$ cat config.mk
export PLATFORM = sky130hd
export DESIGN_NAME = bias_add_relu_stage
export DESIGN_NICKNAME = d
export VERILOG_FILES = /design/src/rtl/bias_add_relu_stage_pkg.sv /design/src/rtl/bias_add_relu_stage_requant.sv /design/src/rtl/bias_add_relu_stage.sv
export SDC_FILE = /design/constraint.sdc
export NUM_CORES = 2
export LEC_CHECK = 0
export CAP_MARGIN = 20
export CORE_AREA = 2 2 410 412
export CTS_CLUSTER_SIZE = 10
export DETAILED_ROUTE_END_ITERATION = 8
export DIE_AREA = 0 0 412 414
export GPL_TIMING_DRIVEN = 0
export SKIP_CTS_REPAIR_TIMING = 1
export SLEW_MARGIN = 15
export SYNTH_ARGS = -nofsm -noshare
export SYNTH_HDL_FRONTEND = slang
export SYNTH_SLANG_ARGS = --single-unit
$ cat constraint.sdc
create_clock -name clk -period 4.9 [get_ports clk]
set_clock_uncertainty 0.15 [all_clocks]
set_input_delay 1.225 -clock clk [delete_from_list [all_inputs] [get_ports clk]]
set_output_delay 1.225 -clock clk [all_outputs]
set_load 0.02 [all_outputs]
$ cat src/rtl/bias_add_relu_stage_pkg.sv
// Shared widths and requantisation helpers for the bias/ReLU output stage.
// Helpers operate on a fixed 64-bit signed carrier so they work for any lane width.
package bias_add_relu_stage_pkg;

  localparam int unsigned LANES_DEF  = 16;
  localparam int unsigned ACC_W_DEF  = 32;
  localparam int unsigned BIAS_W_DEF = 18;
  localparam int unsigned OUT_W_DEF  = 16;
  localparam int unsigned SHIFT_DEF  = 8;
  localparam int unsigned GROUPS_DEF = 4;

  // Carrier width; every lane sum (ACC_W+1 bits) is sign-extended into this.
  localparam int unsigned SUM_MAX = 64;

  function automatic logic signed [SUM_MAX-1:0] sat_shift(
    input logic signed [SUM_MAX-1:0] sum,
    input int unsigned               shift,
    input int unsigned               out_w
  );
    logic signed [SUM_MAX-1:0] r;
    logic signed [SUM_MAX-1:0] one;
    logic signed [SUM_MAX-1:0] hi;
    logic signed [SUM_MAX-1:0] lo;
    one = SUM_MAX'(1);
    r   = sum >>> shift;
    hi  = (one <<< (out_w - 1)) - one;
    lo  = -hi - one;
    if (r > hi) begin
      r = hi;
    end else if (r < lo) begin
      r = lo;
    end
    return r;
  endfunction

  function automatic logic signed [SUM_MAX-1:0] relu_clamp(
    input logic signed [SUM_MAX-1:0] x
  );
    return x[SUM_MAX-1] ? '0 : x;
  endfunction

endpackage

$ cat src/rtl/bias_add_relu_stage_requant.sv
// Single-lane combinational requantiser: floor shift, saturate, optional ReLU.
module bias_lane_requant
  import bias_add_relu_stage_pkg::*;
#(
  parameter int unsigned ACC_W   = ACC_W_DEF,
  parameter int unsigned OUT_W   = OUT_W_DEF,
  parameter int unsigned SHIFT   = SHIFT_DEF,
  parameter int unsigned RELU_EN = 1
)(
  input  logic [ACC_W:0]   sum,
  output logic [OUT_W-1:0] result
);

  logic signed [SUM_MAX-1:0] wide;
  logic signed [SUM_MAX-1:0] shaped;

  always_comb begin
    wide   = SUM_MAX'($signed(sum));
    shaped = sat_shift(wide, SHIFT, OUT_W);
    if (RELU_EN != 0) begin
      shaped = relu_clamp(shaped);
    end
    result = OUT_W'(shaped);
  end

endmodule

$ cat src/rtl/bias_add_relu_stage.sv
// Bias add + requantise + ReLU output stage: 2-deep valid/ready pipeline and
// a channel-group counter that steers the upstream bias-bank mux via bias_sel.
module bias_add_relu_stage
  import bias_add_relu_stage_pkg::*;
#(
  parameter int unsigned N_adder_tree = LANES_DEF,
  parameter int unsigned ACC_W        = ACC_W_DEF,
  parameter int unsigned BIAS_W       = BIAS_W_DEF,
  parameter int unsigned OUT_W        = OUT_W_DEF,
  parameter int unsigned SHIFT        = SHIFT_DEF,
  parameter int unsigned NUM_GROUPS   = GROUPS_DEF,
  parameter int unsigned RELU_EN      = 1,
  localparam int unsigned SEL_W       = (NUM_GROUPS > 1) ? $clog2(NUM_GROUPS) : 1
)(
  input  logic                           clk,
  input  logic                           rst_n,
  input  logic                           in_valid,
  output logic                           in_ready,
  input  logic [N_adder_tree*ACC_W-1:0]  in_acc,
  input  logic [N_adder_tree*BIAS_W-1:0] bias,
  output logic [SEL_W-1:0]               bias_sel,
  input  logic                           grp_clr,
  output logic                           out_valid,
  input  logic                           out_ready,
  output logic [N_adder_tree*OUT_W-1:0]  out_data
);

  localparam int unsigned SUM_W = ACC_W + 1;

  logic                            s1_valid;
  logic                            s2_valid;
  logic                            s2_adv;
  logic                            accept;
  logic [N_adder_tree*SUM_W-1:0]   sum_next;
  logic [N_adder_tree*SUM_W-1:0]   s1_sum;
  logic [N_adder_tree*OUT_W-1:0]   lane_out;

  // in_ready depends on out_ready and registered state only, never on in_valid.
  assign s2_adv    = !s2_valid | out_ready;
  assign in_ready  = !s1_valid | s2_adv;
  assign accept    = in_valid & in_ready;
  assign out_valid = s2_valid;

  for (genvar i = 0; i < N_adder_tree; i++) begin : g_lane
    logic [ACC_W-1:0]  acc;
    logic [BIAS_W-1:0] b;
    assign acc = in_acc[ACC_W*i +: ACC_W];
    assign b   = bias[BIAS_W*i +: BIAS_W];
    assign sum_next[SUM_W*i +: SUM_W] =
      {acc[ACC_W-1], acc} + {{(SUM_W-BIAS_W){b[BIAS_W-1]}}, b};

    bias_lane_requant #(
      .ACC_W  (ACC_W),
      .OUT_W  (OUT_W),
      .SHIFT  (SHIFT),
      .RELU_EN(RELU_EN)
    ) u_requant (
      .sum   (s1_sum[SUM_W*i +: SUM_W]),
      .result(lane_out[OUT_W*i +: OUT_W])
    );
  end

  always_ff @(posedge clk or negedge rst_n) begin
    if (!rst_n) begin
      s1_valid <= 1'b0;
      s1_sum   <= '0;
    end else begin
      s1_valid <= accept | (s1_valid & ~s2_adv);
      if (accept) begin
        s1_sum <= sum_next;
      end
    end
  end

  always_ff @(posedge clk or negedge rst_n) begin
    if (!rst_n) begin
      s2_valid <= 1'b0;
      out_data <= '0;
    end else if (s2_adv) begin
      s2_valid <= s1_valid;
      if (s1_valid) begin
        out_data <= lane_out;
      end
    end
  end

  // Clear has priority; a beat accepted alongside clear already used the old index.
  always_ff @(posedge clk or negedge rst_n) begin
    if (!rst_n) begin
      bias_sel <= '0;
    end else if (grp_clr) begin
      bias_sel <= '0;
    end else if (accept) begin
      bias_sel <= (bias_sel == SEL_W'(NUM_GROUPS - 1)) ? '0 : bias_sel + 1'b1;
    end
  end

endmodule

* Word level (Yosys, flattened, before mapping)
Cells that the tools add are included.
Cells by class: shift operators 0, reductions and logical operators 4, bitwise gates (word level) 6, $mul 0, divide/modulo/power cells 0, $add $sub $neg 17, equality and inequality tests 1, order comparisons 32, muxes and demuxes 51
Operators by type and width (number):
- $mux W64 | 32
- $add A32 B18 Y33 | 16
- $gt A25 B16 Y1 const B | 16
- $lt A25 B16 Y1 const B | 16
- $mux W16 | 16
- $mux W2 | 3
- $or A1 B1 Y1 | 3
- $add A2 B1 Y2 const B | 1
- $and A1 B1 Y1 | 2
- $eq A2 B2 Y1 const B | 1
- $logic_not A1 Y1 | 2
- $reduce_and A2 Y1 | 1
- $reduce_bool A2 Y1 | 1
- $not A1 Y1 | 1
Storage, ports and cells: bits in registers 788, latch bits 0, bits of input ports 805, logic and storage cells 116, memories kept 0, ROM bits 0, output and inout bits 260, bits in writable memories 0

* Logic depth before layout (Yosys ltp)
depth in word-level cells 6, depth in mapped cells 12, depth with buffers taken out 11

* Modules after synthesis
A second synthesis with hierarchy kept.
Unflattened totals: cell total of the unflattened synthesis 6039, area total of the unflattened synthesis 55654.6 um2
By module, submodules not included:
- bias_add_relu_stage | cells an instance 5559, times used 1, area each 51790.9 um2
- bias_lane_requant | cells an instance 30, times used 16, area each 241.5 um2

* Least setup slack after synthesis
OpenSTA, ideal clock, no wires.
kind input-to-reg, start input port in_acc[140], end register s1_sum[162], library setup time 0.146 ns, stages on the path 11, setup slack 1.103 ns, arrival 3.501 ns, data required time 4.604 ns, cell sequence ha_1 -> a21o_1 -> a21oi_1 -> o21bai_1 -> o21bai_1 -> a21boi_2 -> a41o_1 -> a221o_1 -> a221oi_4 -> mux2i_1 -> o311ai_0
Between the ends: cells in the longest elaborated chain, start to end 1
Ends and longest elaborated chain:
- start: declaration | line bias_add_relu_stage.sv:19 | input logic [N_adder_tree*ACC_W-1:0] in_acc,
- $add A32 B18 Y33 | line bias_add_relu_stage.sv:50 | {acc[ACC_W-1], acc} + {{(SUM_W-BIAS_W){b[BIAS_W-1]}}, b};
- end signal: assignment | line bias_add_relu_stage.sv:70 | s1_sum <= sum_next;
- end: declaration | line bias_add_relu_stage.sv:35 | logic [N_adder_tree*SUM_W-1:0] s1_sum;
No other way between the ends. A chain may end at the register's enable or synchronous reset.

* Worst setup path after layout
start input port out_ready, end register s1_sum[62]
Between the ends: cells in the longest elaborated chain, start to end 3
Ends and longest elaborated chain:
- start: declaration | line bias_add_relu_stage.sv:24 | input logic out_ready,
- $or A1 B1 Y1 | line bias_add_relu_stage.sv:39 | assign s2_adv = !s2_valid | out_ready;
- $or A1 B1 Y1 | line bias_add_relu_stage.sv:40 | assign in_ready = !s1_valid | s2_adv;
- $and A1 B1 Y1 | line bias_add_relu_stage.sv:41 | assign accept = in_valid & in_ready;
No other way between the ends.

==> impl_metrics.py <==
metrics = {
    "clocking": {
        "cts_tree": "yes",
        "clk_latency_ns": 0.70,
        "cts_num_sinks": 660,
        "clockBufferDepth": 3,
        "cts_root_buffer": "clkbuf_16",
        "cts_inserted_buffers": 84,
        "clkTransAtPathRegs_ns": 0.06,
        "htree_levels": 3,
    },
    "yosys": {
        "synthMuxAreaShare_pct": 0.403,
        "async_flop_share_pct": 100,
        "yosys-top-cells-count": "nand2_1 (829), o21ai_0 (741), dfrtp_1 (660)",
        "synth_edf_count": 0,
        "synth_top_family_by_area": "compound AO/OA/AOI/OAI gates",
        "syn_area_sq_um": 46300,
        "seq_area_frac_synth_pct": 35.7,
        "syn_nets": 6749,
        "yosys.area_share.xor_xnor_pct": 6.45,
        "synth_simple_gate_area_share_pct": 14.6,
        "syn_avg_cell_area_sq_um": 8.53,
        "syn_inst": 5431,
        "synth_compound_area_share_pct": 26.0,
        "synth_fa_ha_area_share_pct": 13.9,
        "netlist.area_leader.share_pct": 35.7,
        "yosys_warnings": 0,
        "synth_cell_types": 85,
        "synth_top_area_cell": "dfrtp_1",
        "yosys_most_used_dff": "dfrtp_1",
        "yosysMostFrequentCell": "nand2_1",
        "synth.top_cells.by_area": "dfrtp_1 (36%), ha_1 (14%), o21ai_0 (8.0%), nand2_1 (6.7%), a21oi_1 (6.7%)",
        "yosys_register_bits": 660,
    },
    "detailed_routing": {
        "drt_iter0_drc": 3048,
        "wirelength_um": 203000,
        "antenna_left": 0,
        "wire_per_inst_um": 22.9,
        "first_pass_iters": 5,
        "avgViaCountPerCell": 5.17,
        "drc": 0,
        "vias": 45900,
    },
    "die": {
        "die_h_um": 414,
        "start_util_pct": 27.8,
        "fp.coreArea_sq_um": 166000,
        "die_w_um": 412,
        "row_count": 150,
        "die_area_sq_um": 171000,
        "boundaryPins": 1065,
    },
    "global_route": {
        "antenna_found_initial": 52,
        "grt-ovfl-total": 0,
        "grt_max_degree": 102,
        "grt_pass1_vias": 44800,
        "grt_pass1_wl_um": 295000,
        "grtUsageTotal_pct": 23.0,
    },
    "sta": {
        "hold_slack_ns": 0.320,
        "slew_violations": 0,
        "slew_headroom_pct": 28.3,
        "tightest_slew_ns": 1.07,
        "rsz0062_at_grt": "no",
        "tns_ns": 0,
        "min_period_over_period_pct": 91.7,
        "min_period_ns": 4.49,
        "finalHoldViolCount": 0,
        "setup-violations-final": 0,
        "fin_ws_ns": 0.406,
        "max_freq_ghz": 0.223,
    },
    "place": {
        "place_congestion": 0.925,
        "dpl-instance-area_sq_um": 60300,
        "io_buffers": 1064,
        "dp_hpwl_um": 168000,
        "place_ws_ns": -1.35,
    },
    "power": {
        "combPwrFrac_pct": 37.8,
        "powerDensity_nw_per_um2": 353,
        "p_leak_uw": 0.0275,
        "switching_share_pct": 37.8,
        "p_int_uw": 13800,
        "p_seq_share_pct": 34.5,
        "power_uw": 22200,
        "power_frac_clock_pct": 27.7,
        "vdd_ir_drop_max_uv": 264,
        "p_switching_uw": 8390,
    },
    "hold_path": {
        "hp-class": "input pin to async pin",
    },
    "cells_and_area": {
        "area_growth_pct": 36.1,
        "nets": 7919,
        "fin_area_sq_um": 63000,
        "drive_above_1_share_pct": 3.51,
    },
    "critical_path": {
        "end_kind": "register",
        "critPathRequiredTime_ns": 5.35,
        "cp_max_fo": 10,
        "max_stage_delay_ns": 0.72,
        "crit_chain": "clkdlybuf4s50_1 > nand3b_1 > nand2_2 > clkbuf_1 > clkbuf_2 > clkdlybuf4s15_1 > clkbuf_1 > nand2_1 > o21ai_0",
        "cp_common_cell": "clkbuf_1",
        "critPathLaunchType": "input pin",
        "path_class": "input pin to register",
        "cp_slowest_cell": "clkdlybuf4s15_1",
        "arrival_ns": 4.95,
    },
    "flow_run": {
        "cap_violations": 0,
    },
    "run_status": {
        "status": "finished, final reports clean",
    },
}
==> cell type report <==
class | instances | area (sq um)
Clock inverter | 21 | 358
Inverter | 114 | 428
Sequential cell | 660 | 16500
Fill cell | 17000 | 103000
Antenna cell | 23 | 57.6
Timing Repair Buffer | 1085 | 11200
Clock buffer | 108 | 2290
Tap cell | 2204 | 2760
Multi-Input combinational cell | 4400 | 28400
Buffer | 256 | 1010
==> power by group through the flow <==
| stage | sequential, uW | clock (uW) | combinational [uW] |
|---|---|---|---|
| 2_1_floorplan | 8170 | 0 | 3800 |
| 3_3_place_gp | 7740 | 0 | 8270 |
| 3_5_place_dp | 7740 | 0 | 8410 |
| 4_1_cts | 7660 | 6300 | 8440 |
| 5_1_grt | 7830 | 6510 | 9150 |
| 6_report | 7670 | 6160 | 8390 |
==> cell families after synthesis <==
| logic type | Yosys count |
|---|---|
| AO/OA/AOI/OAI | 2033 |
| AND/OR/NAND/NOR | 1496 |
| flip-flops | 660 |
| adder cells (fa/ha/maj) | 513 |
| buffers and inverters | 371 |
| XOR/XNOR | 341 |
| multiplexers | 17 |
==> critical path: cells and delay by family <==
family / cells / cell delay, ns
buffers and inverters: 5 / 2.77
AND/OR/NAND/NOR: 3 / 0.79
AO/OA/AOI/OAI: 1 / 0.13
==> layout by cell type, fill, tap and decap left out, drive strengths merged, types with 33 or more instances in the layout <==
master,n
ha,513
nand2,829
xnor2,189
a21oi,619
clkdlybuf4s50,1063
clkbuf,341
a21o,254
nand4,139
dfrtp,660
xor2,152
inv,118
buf,43
nand3,83
nand2b,35
a31oi,65
o31ai,33
o21bai,51
o21ai,761
o21a,41
nor2,169
nor2b,44
nor3,57
==> metal layers <==
layer	share of wire [%]	wire length [um]	vias to the layer above	global-route usage [%]
met2	49	99500	1401	39.9
met4	3.7	7440	24	8.72
met3	6.0	12300	292	4.46
met1	41	83800	22000	28.0
li1	-	-	22100	-
met5	0.076	155	-	0
==> path summary, 6_finish.rpt <==
check / slack [ns] / endpoint / from / depth (start not counted)
min in group clk: 0.32 / s1_sum[415] / s1_sum[415] / 2
setup reg to reg: 1.06 / s1_sum[62] / out_valid / 8
setup / recovery: 0.41 / s1_sum[62] / out_ready / 9
max in group asynchronous: 2.37 / out_data[77] / rst_n / 4
hold reg to reg: 0.32 / s1_sum[415] / s1_sum[415] / 2
hold / removal: 0.32 / out_data[180] / rst_n / 1
==> registers in the layout, indices dropped and copies added, names as in the netlist <==
signal,flops
s1_valid,1
bias_sel,2
out_valid,1
out_data,256
s1_sum,400
==> through the flow <==
step / instances / util [%]
5_1_grt: 8865 / 37.9
4_1_cts: 8849 / 37.8
3_3_place_gp: 8699 / 35.9
3_5_place_dp: 8720 / 36.2
6_report: 8871 / 37.9
2_1_floorplan: 5431 / -
(Power assumes the default switching activity.)
